File: src/rtl/gpu_pkg.sv
// Package gpu: shared types and default constants for the pixel write path.
//   pixel_write_t : one buffered pixel write (32-bit byte address, 16-bit colour)
//   pwb_state_t   : pixel_write_buffer controller states
//   PWB_DEPTH     : default buffer depth (entries)
//   PWB_TIMEOUT   : default stall limit (consecutive stalled cycles)
package gpu;

    typedef struct packed {
        logic [31:0] address;
        logic [15:0] colour;
    } pixel_write_t;

    typedef enum logic [1:0] {
        ST_IDLE  = 2'd0,
        ST_BUSY  = 2'd1,
        ST_FAULT = 2'd2
    } pwb_state_t;

    localparam int PWB_DEPTH   = 8;
    localparam int PWB_TIMEOUT = 1024;

endpackage

File: src/rtl/pixel_fifo.sv
// pixel_fifo: synchronous FIFO of pixel_write_t entries.
//   clock, reset   : rising-edge clock, synchronous active-high reset
//   flush          : synchronous empty (priority over push/pop)
//   push/push_data : write an entry (ignored when full)
//   pop            : drop the head entry (ignored when empty)
//   head           : current head entry, valid while !empty
//   full/empty     : occupancy flags
//   count          : entries currently held
module pixel_fifo
    import gpu::*;
#(
    parameter int DEPTH = PWB_DEPTH
) (
    input  logic                       clock,
    input  logic                       reset,
    input  logic                       flush,
    input  logic                       push,
    input  pixel_write_t               push_data,
    input  logic                       pop,
    output pixel_write_t               head,
    output logic                       full,
    output logic                       empty,
    output logic [$clog2(DEPTH+1)-1:0] count
);

    localparam int AW = $clog2(DEPTH);
    localparam int CW = $clog2(DEPTH+1);

    pixel_write_t  mem [DEPTH];
    logic [AW-1:0] wr_ptr;
    logic [AW-1:0] rd_ptr;
    logic [CW-1:0] cnt;
    logic          do_push;
    logic          do_pop;

    assign full    = (cnt == CW'(DEPTH));
    assign empty   = (cnt == '0);
    assign do_push = push && !full;
    assign do_pop  = pop && !empty;
    assign head    = mem[rd_ptr];
    assign count   = cnt;

    always_ff @(posedge clock) begin
        if (do_push && !reset && !flush) begin
            mem[wr_ptr] <= push_data;
        end
    end

    // DEPTH is a power of two, so the pointers wrap naturally.
    always_ff @(posedge clock) begin
        if (reset || flush) begin
            wr_ptr <= '0;
            rd_ptr <= '0;
            cnt    <= '0;
        end else begin
            if (do_push) wr_ptr <= wr_ptr + AW'(1);
            if (do_pop)  rd_ptr <= rd_ptr + AW'(1);
            case ({do_push, do_pop})
                2'b10:   cnt <= cnt + CW'(1);
                2'b01:   cnt <= cnt - CW'(1);
                default: cnt <= cnt;
            endcase
        end
    end

endmodule

File: src/rtl/pixel_write_buffer.sv
// pixel_write_buffer: buffers shader pixel writes and drains them to an
// Avalon-MM write master, one write per cycle when the slave does not stall.
//   clock, reset       : rising-edge clock, synchronous active-high reset
//   in_valid/in_ready  : shader write handshake
//   in_address/in_data : halfword-aligned byte address and pixel colour
//   m1_*               : Avalon-MM master write port
//   count              : entries currently buffered
//   idle               : buffer empty and controller idle
//   error/clear_error  : sticky fault flag and its clear
//
// state    | meaning
// ---------+----------------------------------------------------------
// ST_IDLE  | nothing buffered, no write on m1
// ST_BUSY  | entries buffered, head presented on m1
// ST_FAULT | misaligned push or stall timeout; buffer flushed, waits clear_error
module pixel_write_buffer
    import gpu::*;
#(
    parameter int DEPTH   = PWB_DEPTH,
    parameter int TIMEOUT = PWB_TIMEOUT
) (
    input  logic                       clock,
    input  logic                       reset,
    input  logic                       in_valid,
    output logic                       in_ready,
    input  logic [31:0]                in_address,
    input  logic [15:0]                in_data,
    output logic [31:0]                m1_address,
    output logic [15:0]                m1_writedata,
    output logic                       m1_write,
    input  logic                       m1_waitrequest,
    output logic [$clog2(DEPTH+1)-1:0] count,
    output logic                       idle,
    output logic                       error,
    input  logic                       clear_error
);

    localparam int CW = $clog2(DEPTH+1);
    localparam int SW = $clog2(TIMEOUT+1);
    localparam logic [SW-1:0] STALL_LAST = SW'(TIMEOUT-1);

    pwb_state_t    state;
    logic [SW-1:0] stall_cnt;
    logic          full;
    logic          empty;
    logic [CW-1:0] fifo_count;
    pixel_write_t  head;
    pixel_write_t  push_word;
    logic          accept;
    logic          misaligned;
    logic          do_push;
    logic          do_pop;
    logic          stalled;
    logic          timeout_hit;
    logic          fault_now;
    logic          flush;

    assign accept      = in_valid && in_ready;
    assign misaligned  = accept && in_address[0];
    assign do_push     = accept && !in_address[0];
    assign do_pop      = m1_write && !m1_waitrequest;
    assign stalled     = m1_write && m1_waitrequest;
    assign timeout_hit = stalled && (stall_cnt == STALL_LAST);
    assign fault_now   = misaligned || timeout_hit;
    // Flush on the faulting edge itself so count reads 0 throughout FAULT.
    assign flush       = (state == ST_FAULT) || fault_now;
    assign push_word   = '{address: in_address, colour: in_data};

    pixel_fifo #(.DEPTH(DEPTH)) u_fifo (
        .clock     (clock),
        .reset     (reset),
        .flush     (flush),
        .push      (do_push),
        .push_data (push_word),
        .pop       (do_pop),
        .head      (head),
        .full      (full),
        .empty     (empty),
        .count     (fifo_count)
    );

    // Outputs derive only from registered state, never from m1_waitrequest.
    assign in_ready     = !full && (state != ST_FAULT);
    assign m1_write     = (state == ST_BUSY) && !empty;
    assign m1_address   = head.address;
    assign m1_writedata = head.colour;
    assign count        = fifo_count;
    assign idle         = (fifo_count == '0) && (state == ST_IDLE);

    always_ff @(posedge clock) begin
        if (reset) begin
            state     <= ST_IDLE;
            error     <= 1'b0;
            stall_cnt <= '0;
        end else begin
            stall_cnt <= (stalled && !timeout_hit) ? stall_cnt + SW'(1) : '0;
            case (state)
                ST_FAULT: begin
                    if (clear_error) begin
                        state <= ST_IDLE;
                        error <= 1'b0;
                    end
                end
                default: begin
                    if (fault_now) begin
                        state <= ST_FAULT;
                        error <= 1'b1;
                    end else if (state == ST_IDLE && do_push) begin
                        state <= ST_BUSY;
                    end else if (state == ST_BUSY && do_pop && !do_push &&
                                 fifo_count == CW'(1)) begin
                        state <= ST_IDLE;
                    end
                end
            endcase
        end
    end

endmodule

File: config.mk
export PLATFORM = sky130hd
export DESIGN_NAME = pixel_write_buffer
export DESIGN_NICKNAME = d
export VERILOG_FILES = /design/src/rtl/gpu_pkg.sv /design/src/rtl/pixel_fifo.sv /design/src/rtl/pixel_write_buffer.sv
export SDC_FILE = /design/constraint.sdc
export NUM_CORES = 1
export LEC_CHECK = 0
export ABC_AREA = 1
export CORE_MARGIN = 1
export CORE_UTILIZATION = 66
export CTS_BUF_LIST = sky130_fd_sc_hd__clkbuf_8
export CTS_CLUSTER_SIZE = 30
export DETAILED_ROUTE_END_ITERATION = 12
export GPL_TIMING_DRIVEN = 0
export PLACE_DENSITY = 0.89
export SKIP_CTS_REPAIR_TIMING = 1
export SYNTH_ARGS = -nofsm -noshare
export SYNTH_HDL_FRONTEND = slang
export SYNTH_SLANG_ARGS = --single-unit
File: constraint.sdc
create_clock -name clock -period 5.84 [get_ports clock]
set_input_delay 0.584 -clock clock [delete_from_list [all_inputs] [get_ports clock]]
set_output_delay 0.584 -clock clock [all_outputs]
set_load 0.01 [all_outputs]
---- After elaboration in Yosys (flattened, before gate mapping) ----
Memories as Yosys holds them, arrays and structs flattened. A register that Yosys moved wholly into a read port is not among the register bits.
Index checks and enable logic that the tools add are counted.
word-level totals
  register bits ........................... 24
  logic and storage cells ................. 72
  RAM bits ................................ 384
  bits in latches ......................... 0
  bits of input ports ..................... 53
  ROM bits ................................ 0
  memories ................................ 1
memories
  memory      depth  bits a word  rd ports  clocked after memory_dff  wr ports  RTL line          source
  u_fifo.mem  8      48           1         1                         1         pixel_fifo.sv:29  pixel_write_t mem [DEPTH];
cells by class
  multipliers ............................. 0
  add/sub/neg operators ................... 5
  bitwise logic cells ..................... 1
  mux-type cells .......................... 13
  divide/modulo/power cells ............... 0
  eq/ne operators ......................... 9
  reduce and logical (&&, ||, !) cells .... 37
  shift-type cells ........................ 0
  order comparisons ....................... 0
operator list
  kind                                                                      count
  1-bit logical AND                                                         18
  11-bit by 1-bit adder with 11-bit output (second input constant)          1
  11-bit by 10-bit equality test with 1-bit output (second input constant)  1
  2-bit two-way mux                                                         5
  1-bit zero test                                                           8
  4-bit one-hot mux with 2 select lines                                     1
  3-bit by 1-bit adder with 3-bit output (second input constant)            2
  3-bit two-way mux                                                         2
  1-bit two-way mux                                                         5
  4-bit by 1-bit adder with 4-bit output (second input constant)            1
  2-bit by 1-bit equality test with 1-bit output (second input constant)    2
  2-bit equality test (second input constant)                               2
  4-bit by 1-bit equality test with 1-bit output (second input constant)    1
  4-bit equality test (second input constant)                               1
  4-bit zero test                                                           1
  2-bit inequality test (second input constant)                             2
  2-bit AND reduction                                                       2
  2-bit nonzero test                                                        2
  4-bit nonzero test                                                        1
  4-bit by 1-bit subtractor with 4-bit output (second input constant)       1
  1-bit logical OR                                                          3
  2-bit zero test                                                           1
  2-bit OR reduction                                                        1
  1-bit inverter                                                            1

---- Logic depth before layout (Yosys ltp) ----
Gate-level depths: netlist of the first run.
  depth after elaboration ................. 12
  mapped depth ............................ 11
  mapped depth without buffers ............ 11

---- Hierarchy ----
A second synthesis of the first run with hierarchy kept.
unflattened totals
  cell total of the unflattened synthesis .. 1475
  area, all modules ....................... 16669.7 um^2
modules (own cells, without submodules)
  module              cells an instance  area an instance (um^2)  seq. area each (um^2)  instances
  pixel_fifo          1378               15926.5                  11791.3                1
  pixel_write_buffer  97                 743.2                    280.3                  1

---- Worst setup path after synthesis of the first run ----
OpenSTA, ideal clock, no wires.
  kind .................................... register to register
  from .................................... register u_fifo.cnt[1], in the netlist u_fifo.count[1]
  to ...................................... memory u_fifo.mem[1][0] (netlist name) (enable)
  period minus slack after synthesis ...... 3.789 ns
  setup time .............................. 0.454 ns
  arrival ................................. 3.335 ns
  cell stages (with the launch flop) ...... 11
  setup slack ............................. 2.051 ns
  buffers on the path ..................... 0
  cell sequence ........................... dfxtp_1 -> inv_1 -> ha_1 -> nand3_1 -> nand2_1 -> inv_2 -> nand3_2 -> nand2_4 -> nor2_4 -> nand4_1 -> nor2_1
between the ends
  longest elaborated chain between the ends .. 11
  elaborated cells between the ends (all ways) .. 19
ends and longest elaborated chain
  element                                    RTL line                  source
  start, declared                            pixel_fifo.sv:32          logic [CW-1:0] cnt;
  start signal, assigned                     pixel_fifo.sv:59          2'b10: cnt <= cnt + CW'(1);
  start signal, assigned                     pixel_fifo.sv:60          2'b01: cnt <= cnt - CW'(1);
  start signal, assigned                     pixel_fifo.sv:61          default: cnt <= cnt;
  4-bit equality test *                      pixel_fifo.sv:36          assign full = (cnt == CW'(DEPTH));
  1-bit zero test *                          pixel_write_buffer.sv:83  assign in_ready = !full && (state != ST_FAULT);
  1-bit logical AND *                        pixel_write_buffer.sv:83
  named net in_ready                         pixel_write_buffer.sv:25  output logic in_ready,
  1-bit logical AND *                        pixel_write_buffer.sv:58  assign accept = in_valid && in_ready;
  1-bit logical AND                          pixel_write_buffer.sv:59  assign misaligned = accept && in_address[0];
  1-bit logical OR                           pixel_write_buffer.sv:64  assign fault_now = misaligned || timeout_hit;
  1-bit logical OR                           pixel_write_buffer.sv:66  assign flush = (state == ST_FAULT) || fault_now;
  1-bit zero test                            pixel_fifo.sv:44          if (do_push && !reset && !flush) begin
  1-bit logical AND *                        pixel_fifo.sv:44
  1-bit two-way mux *                        pixel_fifo.sv:44
  1-bit two-way mux (not written as such) *  pixel_fifo.sv:45          mem[wr_ptr] <= push_data;
  end, declared                              pixel_fifo.sv:29
The timed path passes the listed nets; every way through them passes the cells marked *.

==> impl_metrics.env, run 1 <==
export IMPL_cp_start_kind="flip-flop"
export IMPL_wl_met2_um=20100
export IMPL_cp_slowest_cell="clkdlybuf4s50_1"
export IMPL_cts_tree="yes"
export IMPL_peakVddDrop_uv=233
export IMPL_finalPower_mw=5.59
export IMPL_dieWidth_um=158
export IMPL_cp_slowest_stage_delay_ns=0.67
export IMPL_crit_path_end_kind="primary output"
export IMPL_drc=0
export IMPL_ys_ff_latch=411
export IMPL_timing_critical_path_required_ns=5.26
export IMPL_fmax_mhz=261
export IMPL_layout_cells_most_common_list="edfxtp_1, nor2_1, o21ai_0"
export IMPL_cap_violations=0
export IMPL_first_iter_violations=1673
export IMPL_fin_crit_sh_pct=65.5
export IMPL_async_flop_share_pct=0
export IMPL_drive_gt1_share_pct=11.0
export IMPL_placedInstanceArea_um2=18000
export IMPL_port_buffers=108
export IMPL_dieArea_um2=25100
export IMPL_rsz0062_at_grt="no"
export IMPL_final_common_cell="edfxtp_1"
export IMPL_p_seq_share_pct=57.9
export IMPL_syn_nets=1328
export IMPL_leakage_nw=6.50
export IMPL_grt_antenna_before_repair=0
export IMPL_viasPerCell=6.29
export IMPL_crit_type="flip-flop to primary output"
export IMPL_ys_seq_area_share_pct=74.8
export IMPL_syn_area_per_cell_um2=12.7
export IMPL_clock_skew_ns=0.0304
export IMPL_start_util_pct=67.9
export IMPL_fin_area_um2=19100
export IMPL_p_int_mw=4.41
export IMPL_dp_slack_ns=2.15
export IMPL_cts_buffers=60
export IMPL_areaGrowthSynthToFinish_pct=18.3
export IMPL_overflow=0
export IMPL_period_needed_ns=3.83
export IMPL_n_antenna_cell=0
export IMPL_power_frac_comb_pct=3.3
export IMPL_cts_path_max_buffers=3
export IMPL_num_io_pins=109
export IMPL_synthCells=1268
export IMPL_topRoutingLayerUsed="met4"
export IMPL_synth_cell_type_count=37
export IMPL_drt_wirelength_per_cell_um=22.4
export IMPL_p_sw_share_pct=21.2
export IMPL_worst_pin_slew_ns=1.11
export IMPL_vias=11400
export IMPL_crit_fanout=10
export IMPL_setup_viol=0
export IMPL_switching_power_mw=1.18
export IMPL_core_area_um2=23800
export IMPL_drt_wl_total_um=40800
export IMPL_ctsHtreeMaxLevel=2
export IMPL_cts_root_buffer="clkbuf_8"
export IMPL_cp_arrival_ns=3.24
export IMPL_numClockSinks=411
export IMPL_grt_first_pass_wirelength_um=61600
export IMPL_clk_pin_slew_ns=0.06
export IMPL_power_density_nw_per_um2=293
export IMPL_setup_slack_ns=2.01
export IMPL_finalHoldViolations=0
export IMPL_dp_hpwl_um=25600
export IMPL_outcome="finished, final reports clean"
export IMPL_wl_met3_um=4770
export IMPL_synth_cell_area_um2=16100
export IMPL_hp_start="stall_cnt[10]"
export IMPL_die_y_um=158
export IMPL_routedLengthMet1_um=14200
export IMPL_path_cells="buf_2 > inv_1 > clkbuf_1 > o21ai_0 > o22ai_1 > nor2_1 > a31oi_1 > clkdlybuf4s50_1"
export IMPL_antenna_left=0
export IMPL_slew_headroom_pct=25.8
export IMPL_gr_usage_all_layers_pct=33.6
export IMPL_grt_max_degree=29
export IMPL_synth_edf_count=384
export IMPL_clock_latency_ns=0.62
export IMPL_grt_pass1_vias=11600
export IMPL_r2r_start="u_fifo.count[0]"
export IMPL_pwr_share_clk_pct=38.8
export IMPL_finalSetupTns_ns=0
export IMPL_drtPass1Iterations=6
export IMPL_drv_slew=0
export IMPL_holdCritPathClass="flip-flop to flip-flop"
export IMPL_final_nets=1513
export IMPL_crit_family="buffers and inverters"
export IMPL_cp_num_buf_inv=4
export IMPL_ys_warnings_count=0
export IMPL_rows=56
export IMPL_synth_top_flop_cell="edfxtp_1"
export IMPL_gp_congestion=0.853
==> power by group through the flow <==
stage / clock network (mW) / registers (mW) / logic [mW]
floorplan: 0 / 3.30 / 0.0625
global placement: 0 / 3.30 / 0.167
detailed placement: 0 / 3.30 / 0.184
CTS: 2.17 / 3.24 / 0.186
global route: 2.29 / 3.24 / 0.202
finish: 2.17 / 3.24 / 0.187
==> final cells by class <==
cell class	count	area, µm²
Clock inverter	47	246
Sequential cell	411	12100
Tap cell	319	399
Timing Repair Buffer	123	1360
Buffer	74	367
Inverter	29	109
Clock buffer	64	881
Multi-Input combinational cell	754	3640
Fill cell	1236	4670
==> kinds of logic (layout without fill, tap and decap cells) <==
kind of cell	count (synthesis)	in the layout	share of synthesized area (%)
AND/OR/NAND/NOR	434	434	10.9
XOR/XNOR	8	8	0.434
adder cells (fa/ha/maj)	7	7	0.543
AO/OA/AOI/OAI	305	305	10.3
flip-flops	411	411	74.8
buffers and inverters	103	337	2.95
==> Yosys cell counts (2+ instances only) <==
library cell	instances	area [µm²]
a21oi_1	7	35.0
a21oi_2	4	35.0
a31oi_1	48	300
buf_2	27	135
buf_4	7	52.6
buf_6	2	22.5
clkbuf_1	34	128
clkbuf_2	2	10.0
dfxtp_1	27	541
edfxtp_1	384	11500
ha_1	7	87.6
inv_1	25	93.8
inv_2	3	11.3
nand2_1	35	131
nand2_2	5	31.3
nand2_4	2	22.5
nand3_1	8	40.0
nand4_1	3	18.8
nor2_1	358	1340
nor2_2	6	37.5
nor2_4	2	22.5
nor3_1	5	25.0
nor3_2	5	50.1
o21ai_0	195	976
o22ai_1	48	300
or2_2	2	12.5
xnor2_1	6	52.6
xor2_1	2	17.5
==> flip-flops by register name (all words and copies together), names as in the netlist, named ones only <==
signal	count
error	1
stall_cnt	11
state	2
u_fifo.count	4
u_fifo.mem	384
u_fifo.rd_ptr	3
u_fifo.wr_ptr	3
==> worst paths after layout <==
kind | end | depth (start not counted) | slack, ns
worst min-delay path | stall_cnt[10] | 2 | 0.46
worst min register to register | stall_cnt[10] | 2 | 0.46
worst max register to register | u_fifo.mem[2][30] | 8 | 2.62
worst max-delay path | m1_writedata[15] | 8 | 2.01
==> metal layers <==
layer | vias up | GRT usage (%)
li1 | 4965 | -
met1 | 5392 | 41.1
met2 | 916 | 56.0
met3 | 172 | 7.35
met4 | 0 | 18.1
met5 | - | 0
==> worst min-delay path: cells and delay by family (launching register included) <==
family / cells / cell delay, ns
flip-flops: 1 / 0.30
AO/OA/AOI/OAI: 1 / 0.05
buffers and inverters: 1 / 0.07
==> through the flow <==
stage               hold slack [ns]  std cells  util, %
floorplan                     0.423       1268        -
global placement              0.440       1695     74.2
CTS                           0.455       1821     80.3
detailed placement            0.445       1710     75.6
finish                        0.461       1821     80.3
global route                  0.487       1821     80.3
Note: power is estimated with default switching activity, not from simulation.
==> run 2, diff against run 1 <==
--- a/config.mk
+++ b/config.mk
@@ -7,12 +7,12 @@
 export LEC_CHECK = 0
 export ABC_AREA = 1
 export CORE_MARGIN = 1
-export CORE_UTILIZATION = 66
+export CORE_UTILIZATION = 55
 export CTS_BUF_LIST = sky130_fd_sc_hd__clkbuf_8
 export CTS_CLUSTER_SIZE = 30
 export DETAILED_ROUTE_END_ITERATION = 12
 export GPL_TIMING_DRIVEN = 0
-export PLACE_DENSITY = 0.89
+export PLACE_DENSITY = 0.79
 export SKIP_CTS_REPAIR_TIMING = 1
 export SYNTH_ARGS = -nofsm -noshare
 export SYNTH_HDL_FRONTEND = slang
==> constraint.sdc (replaced) <==
create_clock -name clock -period 3.3 [get_ports clock]
set_input_delay 0.33 -clock clock [delete_from_list [all_inputs] [get_ports clock]]
set_output_delay 0.33 -clock clock [all_outputs]
set_load 0.01 [all_outputs]
==> impl_metrics.env, run 2 (synthesized netlist as in run 1, its figures left out) <==
export IMPL_core_area_um2=28800
export IMPL_first_iter_violations=1268
export IMPL_worst_pin_slew_ns=0.953
export IMPL_drive_gt1_share_pct=12.3
export IMPL_cp_start_kind="flip-flop"
export IMPL_cp_slowest_cell="clkbuf_1"
export IMPL_gp_congestion=0.794
export IMPL_drc=0
export IMPL_rsz0062_at_grt="yes"
export IMPL_setup_viol=0
export IMPL_power_density_nw_per_um2=502
export IMPL_r2r_start="u_fifo.count[1]"
export IMPL_holdCritPathClass="input pin to flip-flop"
export IMPL_r2r_end="u_fifo.mem[5][8]"
export IMPL_cts_buffers=61
export IMPL_clk_pin_slew_ns=0.06
export IMPL_cts_root_buffer="clkbuf_8"
export IMPL_overflow=0
export IMPL_largest_reg_flops=384
export IMPL_peakVddDrop_uv=278
export IMPL_layout_cells_most_common_list="edfxtp_1, nor2_1, o21ai_0"
export IMPL_dieWidth_um=173
export IMPL_reg2reg_slack_ns=0.23
export IMPL_cts_path_max_buffers=3
export IMPL_r2r_cells=11
export IMPL_die_y_um=173
export IMPL_finalHoldViolations=0
export IMPL_cp_arrival_ns=2.94
export IMPL_min_path_cells=2
export IMPL_regMostFlops="u_fifo.mem"
export IMPL_num_io_pins=109
export IMPL_cp_slowest_stage_delay_ns=0.57
export IMPL_hp_start="reset"
export IMPL_cts_tree="yes"
export IMPL_grt_max_degree=28
export IMPL_fin_crit_sh_pct=99.2
export IMPL_multi_input_area_um2=3660
export IMPL_clock_latency_ns=0.62
export IMPL_vias=10900
export IMPL_path_cells="clkinv_1 > clkbuf_1 > clkbuf_1 > a31oi_1 > clkdlybuf4s50_1"
export IMPL_final_nets=1517
export IMPL_port_buffers=108
export IMPL_numClockSinks=411
export IMPL_timing_critical_path_required_ns=2.97
export IMPL_hold_ws_ns=0.344
export IMPL_crit_fanout=10
export IMPL_crit_path_end_kind="primary output"
export IMPL_viasPerCell=5.77
export IMPL_filler_cell_count=1971
export IMPL_clock_skew_ns=0.0376
export IMPL_drt_wirelength_per_cell_um=20.1
export IMPL_grt_antenna_before_repair=1
export IMPL_period_needed_ns=3.27
export IMPL_regArea_um2=12100
export IMPL_final_common_cell="edfxtp_1"
export IMPL_layout_cells_non_filler=1891
export IMPL_dieArea_um2=30000
export IMPL_leakage_nw=6.59
export IMPL_rows=62
export IMPL_grt_pass1_vias=11000
export IMPL_fmax_mhz=306
export IMPL_areaGrowthSynthToFinish_pct=19.6
export IMPL_drv_slew=0
export IMPL_ctsHtreeMaxLevel=2
export IMPL_outcome="finished, final reports clean"
export IMPL_grt_first_pass_wirelength_um=59200
export IMPL_path_common_cell="clkbuf_1"
export IMPL_dp_cells=1777
export IMPL_holdPathEnd="state[1]"
export IMPL_crit_type="flip-flop to primary output"
export IMPL_drtPass1Iterations=5
export IMPL_drt_wl_total_um=38000
export IMPL_antenna_left=0
export IMPL_slew_headroom_pct=36.3
export IMPL_start_util_pct=56.1
export IMPL_gr_usage_all_layers_pct=25.5
export IMPL_cap_violations=0
export IMPL_dp_hpwl_um=24500
[run 2: changes by cell type in the layout (fill, tap and decap cells not counted), moves of 3 or more]
cell             previous run  this run
clkbuf_1                   34        22
clkbuf_2                    2        14
buf_16                      3        11
clkinv_1                   17        24
buf_2                      27        21
clkbuf_4                    0         6
inv_1                      44        38
buf_8                       9         5
clkdlybuf4s50_1           108       104
dlymetal6s2s_1              0         4
a31oi_1                    48        45
a31oi_2                     0         3
clkinv_2                    8        11
[run 2: area by class of cell]
class	instances	share of cell area [%]
Antenna cell	1	0.0130
Buffer	73	2.04
Clock buffer	62	4.42
Clock inverter	50	1.13
Inverter	29	0.583
Multi-Input combinational cell	754	19.0
Sequential cell	411	62.5
Tap cell	384	2.49
Timing Repair Buffer	127	7.82
[run 2: how the worst max path moves through the flow]
stage	startpoint	end	slack [ns]
after floorplan	u_fifo.count[1]	u_fifo.mem[1][0]	-0.49
after global placement	in_address[0]	u_fifo.mem[7][37]	-2.48
after detailed placement	in_address[0]	u_fifo.mem[2][36]	0.006
after CTS	flip-flop	m1_address[16]	-0.08
after global routing	flip-flop	m1_writedata[1]	-0.01
final	flip-flop	m1_address[9]	0.03
[run 2: where the power goes]
part	total [mW]	switching (mW)	internal [mW]
sequential	5.73	0.0108	5.72
combinational	0.328	0.186	0.142
clock	3.63	1.88	1.75
total	9.69	2.08	7.61
[run 2: through the flow]
step / worst slack [ns] / power [mW] / TNS [ns] / area, µm² / util (%)
floorplan: -0.489 / 5.96 / -93.94 / 16200 / -
CTS: -0.0771 / 9.72 / -0.224 / 19200 / 66.8
detailed placement: 0.00560 / 6.17 / 0 / 18200 / 63.1
global placement: -2.48 / 6.14 / -599.61 / 17700 / 61.6
global route: -0.0130 / 9.98 / -0.0190 / 19300 / 67.1
finish: 0.0272 / 9.69 / 0 / 19300 / 67.1
[run 2: worst max-delay path, delay by kind of cell (launching register included)]
family | cells | cell delay (ns)
AO/OA/AOI/OAI | 1 | 0.24
flip-flops | 1 | 0.31
buffers and inverters | 4 | 1.82
[run 2: per-layer routing]
metal | global-route usage, % | wire length, µm
met1 | 33.6 | 14600
met2 | 42.2 | 18900
met3 | 5.09 | 3360
met4 | 9.48 | 1080
met5 | 0 | 0
==> run 3, diff against run 2 <==
==> constraint.sdc (replaced) <==
create_clock -name clock -period 2.9 [get_ports clock]
set_input_delay 0.29 -clock clock [delete_from_list [all_inputs] [get_ports clock]]
set_output_delay 0.29 -clock clock [all_outputs]
set_load 0.01 [all_outputs]
==> impl_metrics.env, run 3 (synthesized netlist as in run 1, its figures left out) <==
export IMPL_outcome="finished, final reports clean"
export IMPL_grt_antenna_before_repair=2
export IMPL_gr_usage_all_layers_pct=25.1
export IMPL_layout_cells_non_filler=1899
export IMPL_port_buffers=108
export IMPL_clock_latency_ns=0.61
export IMPL_grt_pass1_vias=10800
export IMPL_antenna_left=0
export IMPL_rows=62
export IMPL_crit_fanout=14
export IMPL_drt_wl_total_um=38300
export IMPL_clk_pin_slew_ns=0.07
export IMPL_drtPass1Iterations=5
export IMPL_crit_start="u_fifo.count[1]"
export IMPL_final_nets=1524
export IMPL_peakVddDrop_uv=348
export IMPL_setup_slack_ns=0.123
export IMPL_cp_arrival_ns=3.07
export IMPL_path_cells="inv_1 > ha_2 > nand3_1 > nand2_1 > inv_2 > nand3_2 > nand2_4 > nor2_4 > nand2_4 > nor3_4 > buf_16 > buf_16"
export IMPL_cts_buffers=61
export IMPL_largest_reg_flops=384
export IMPL_hp_start="reset"
export IMPL_finalSetupTns_ns=0
export IMPL_areaGrowthSynthToFinish_pct=22.0
export IMPL_clock_skew_ns=0.0314
export IMPL_cp_slowest_cell="nor3_4"
export IMPL_dieArea_um2=30000
export IMPL_dp_cells=1779
export IMPL_cap_violations=0
export IMPL_viasPerCell=5.79
export IMPL_fmax_mhz=360
export IMPL_rsz0062_at_grt="no"
export IMPL_vias=11000
export IMPL_leakage_nw=7.13
export IMPL_overflow=0
export IMPL_worst_pin_slew_ns=0.832
export IMPL_finalHoldViolations=0
export IMPL_dp_hpwl_um=24000
export IMPL_cp_start_kind="flip-flop"
export IMPL_drive_gt1_share_pct=13.6
export IMPL_fin_crit_sh_pct=95.8
export IMPL_crit_family="simple AND/OR/NAND/NOR gates"
export IMPL_holdCritPathClass="input pin to flip-flop"
export IMPL_die_y_um=173
export IMPL_gp_congestion=0.782
export IMPL_finalPower_mw=11.4
export IMPL_grt_max_degree=28
export IMPL_period_needed_ns=2.78
export IMPL_numClockSinks=411
export IMPL_crit_type="flip-flop to flip-flop"
export IMPL_cts_tree="yes"
export IMPL_cts_path_max_buffers=3
export IMPL_cts_root_buffer="clkbuf_8"
export IMPL_start_util_pct=56.1
export IMPL_core_area_um2=28800
export IMPL_dp_slack_ns=-0.228
export IMPL_drv_slew=0
export IMPL_regMostFlops="u_fifo.mem"
export IMPL_cp_num_buf_inv=4
export IMPL_num_io_pins=109
export IMPL_power_density_nw_per_um2=578
export IMPL_filler_cell_count=1887
export IMPL_ctsHtreeMaxLevel=2
export IMPL_drt_wirelength_per_cell_um=20.2
export IMPL_drc=0
export IMPL_crit_path_end_kind="flip-flop"
export IMPL_r2r_start="u_fifo.count[1]"
export IMPL_first_iter_violations=1148
export IMPL_final_util_pct=68.4
export IMPL_dieWidth_um=173
export IMPL_grt_first_pass_wirelength_um=58100
export IMPL_final_common_cell="edfxtp_1"
export IMPL_setup_viol=0
export IMPL_layout_cells_most_common_list="edfxtp_1, nor2_1, o21ai_0"
export IMPL_timing_critical_path_required_ns=3.20
export IMPL_slew_headroom_pct=44.4
export IMPL_cp_slowest_stage_delay_ns=0.69
[run 3: cell types whose count changed in the layout (fill, tap and decap cells not counted), moves of 3 or more]
cell	previous run	this run
buf_2	21	15
bufinv_16	0	3
clkinv_1	24	19
clkbuf_4	6	12
clkdlybuf4s50_1	104	60
clkbuf_1	22	14
clkinv_2	11	4
dfxtp_1	27	24
clkbuf_8	62	66
inv_1	38	41
dlymetal6s2s_1	4	48
buf_4	9	17
[run 3: path summary, 6_finish.rpt]
| kind | cells past startpoint | end | slack (ns) |
|---|---|---|---|
| max | 12 | u_fifo.mem[6][18] | 0.12 |
| min reg2reg | 2 | stall_cnt[10] | 0.47 |
| max reg2reg | 12 | u_fifo.mem[6][18] | 0.12 |
| min | 2 | state[1] | 0.28 |
[run 3: through the flow]
step / hold slack [ns] / area [µm²]
6_report: 0.278 / 19700
5_1_grt: 0.298 / 19700
2_1_floorplan: 0.359 / 16200
3_5_place_dp: 0.456 / 18200
4_1_cts: 0.265 / 19400
3_3_place_gp: 0.437 / 17700
[run 3: worst register-to-register path, stage by stage (launching register included)]
cell     delay [ns]
dfxtp_2        0.33
inv_1          0.12
ha_2           0.22
nand3_1        0.15
nand2_1        0.12
inv_2          0.04
nand3_2        0.08
nand2_4        0.08
nor2_4         0.11
nand2_4        0.13
nor3_4         0.69
buf_16         0.25
buf_16         0.17
[run 3: per-layer routing]
| metal | vias up | part of all wire (%) | GRT usage [%] |
|---|---|---|---|
| li1 | 4994 | - | - |
| met1 | 5281 | 39 | 32.9 |
| met2 | 618 | 48 | 41.1 |
| met3 | 93 | 9.5 | 5.04 |
| met4 | 0 | 3.0 | 10.7 |
| met5 | - | 0 | 0 |
[run 3: cell type report]
cell class	instances	area (µm²)	share of cell area [%]
plain buffers	74	447	2.27
inverters	29	113	0.572
repair buffers	132	1690	8.61
flip-flops and latches	411	12100	61.4
clock inverters	46	273	1.39
clock buffers	66	908	4.62
diodes	2	5.00	0.0254
well taps	384	480	2.44
multi-input cells	755	3680	18.7
[run 3: report_power, final]
| group | total [mW] | switching (mW) | internal [mW] |
|---|---|---|---|
| registers | 6.52 | 0.0120 | 6.51 |
| clock network | 4.49 | 2.12 | 2.36 |
| logic | 0.371 | 0.211 | 0.160 |
| total | 11.4 | 2.35 | 9.03 |
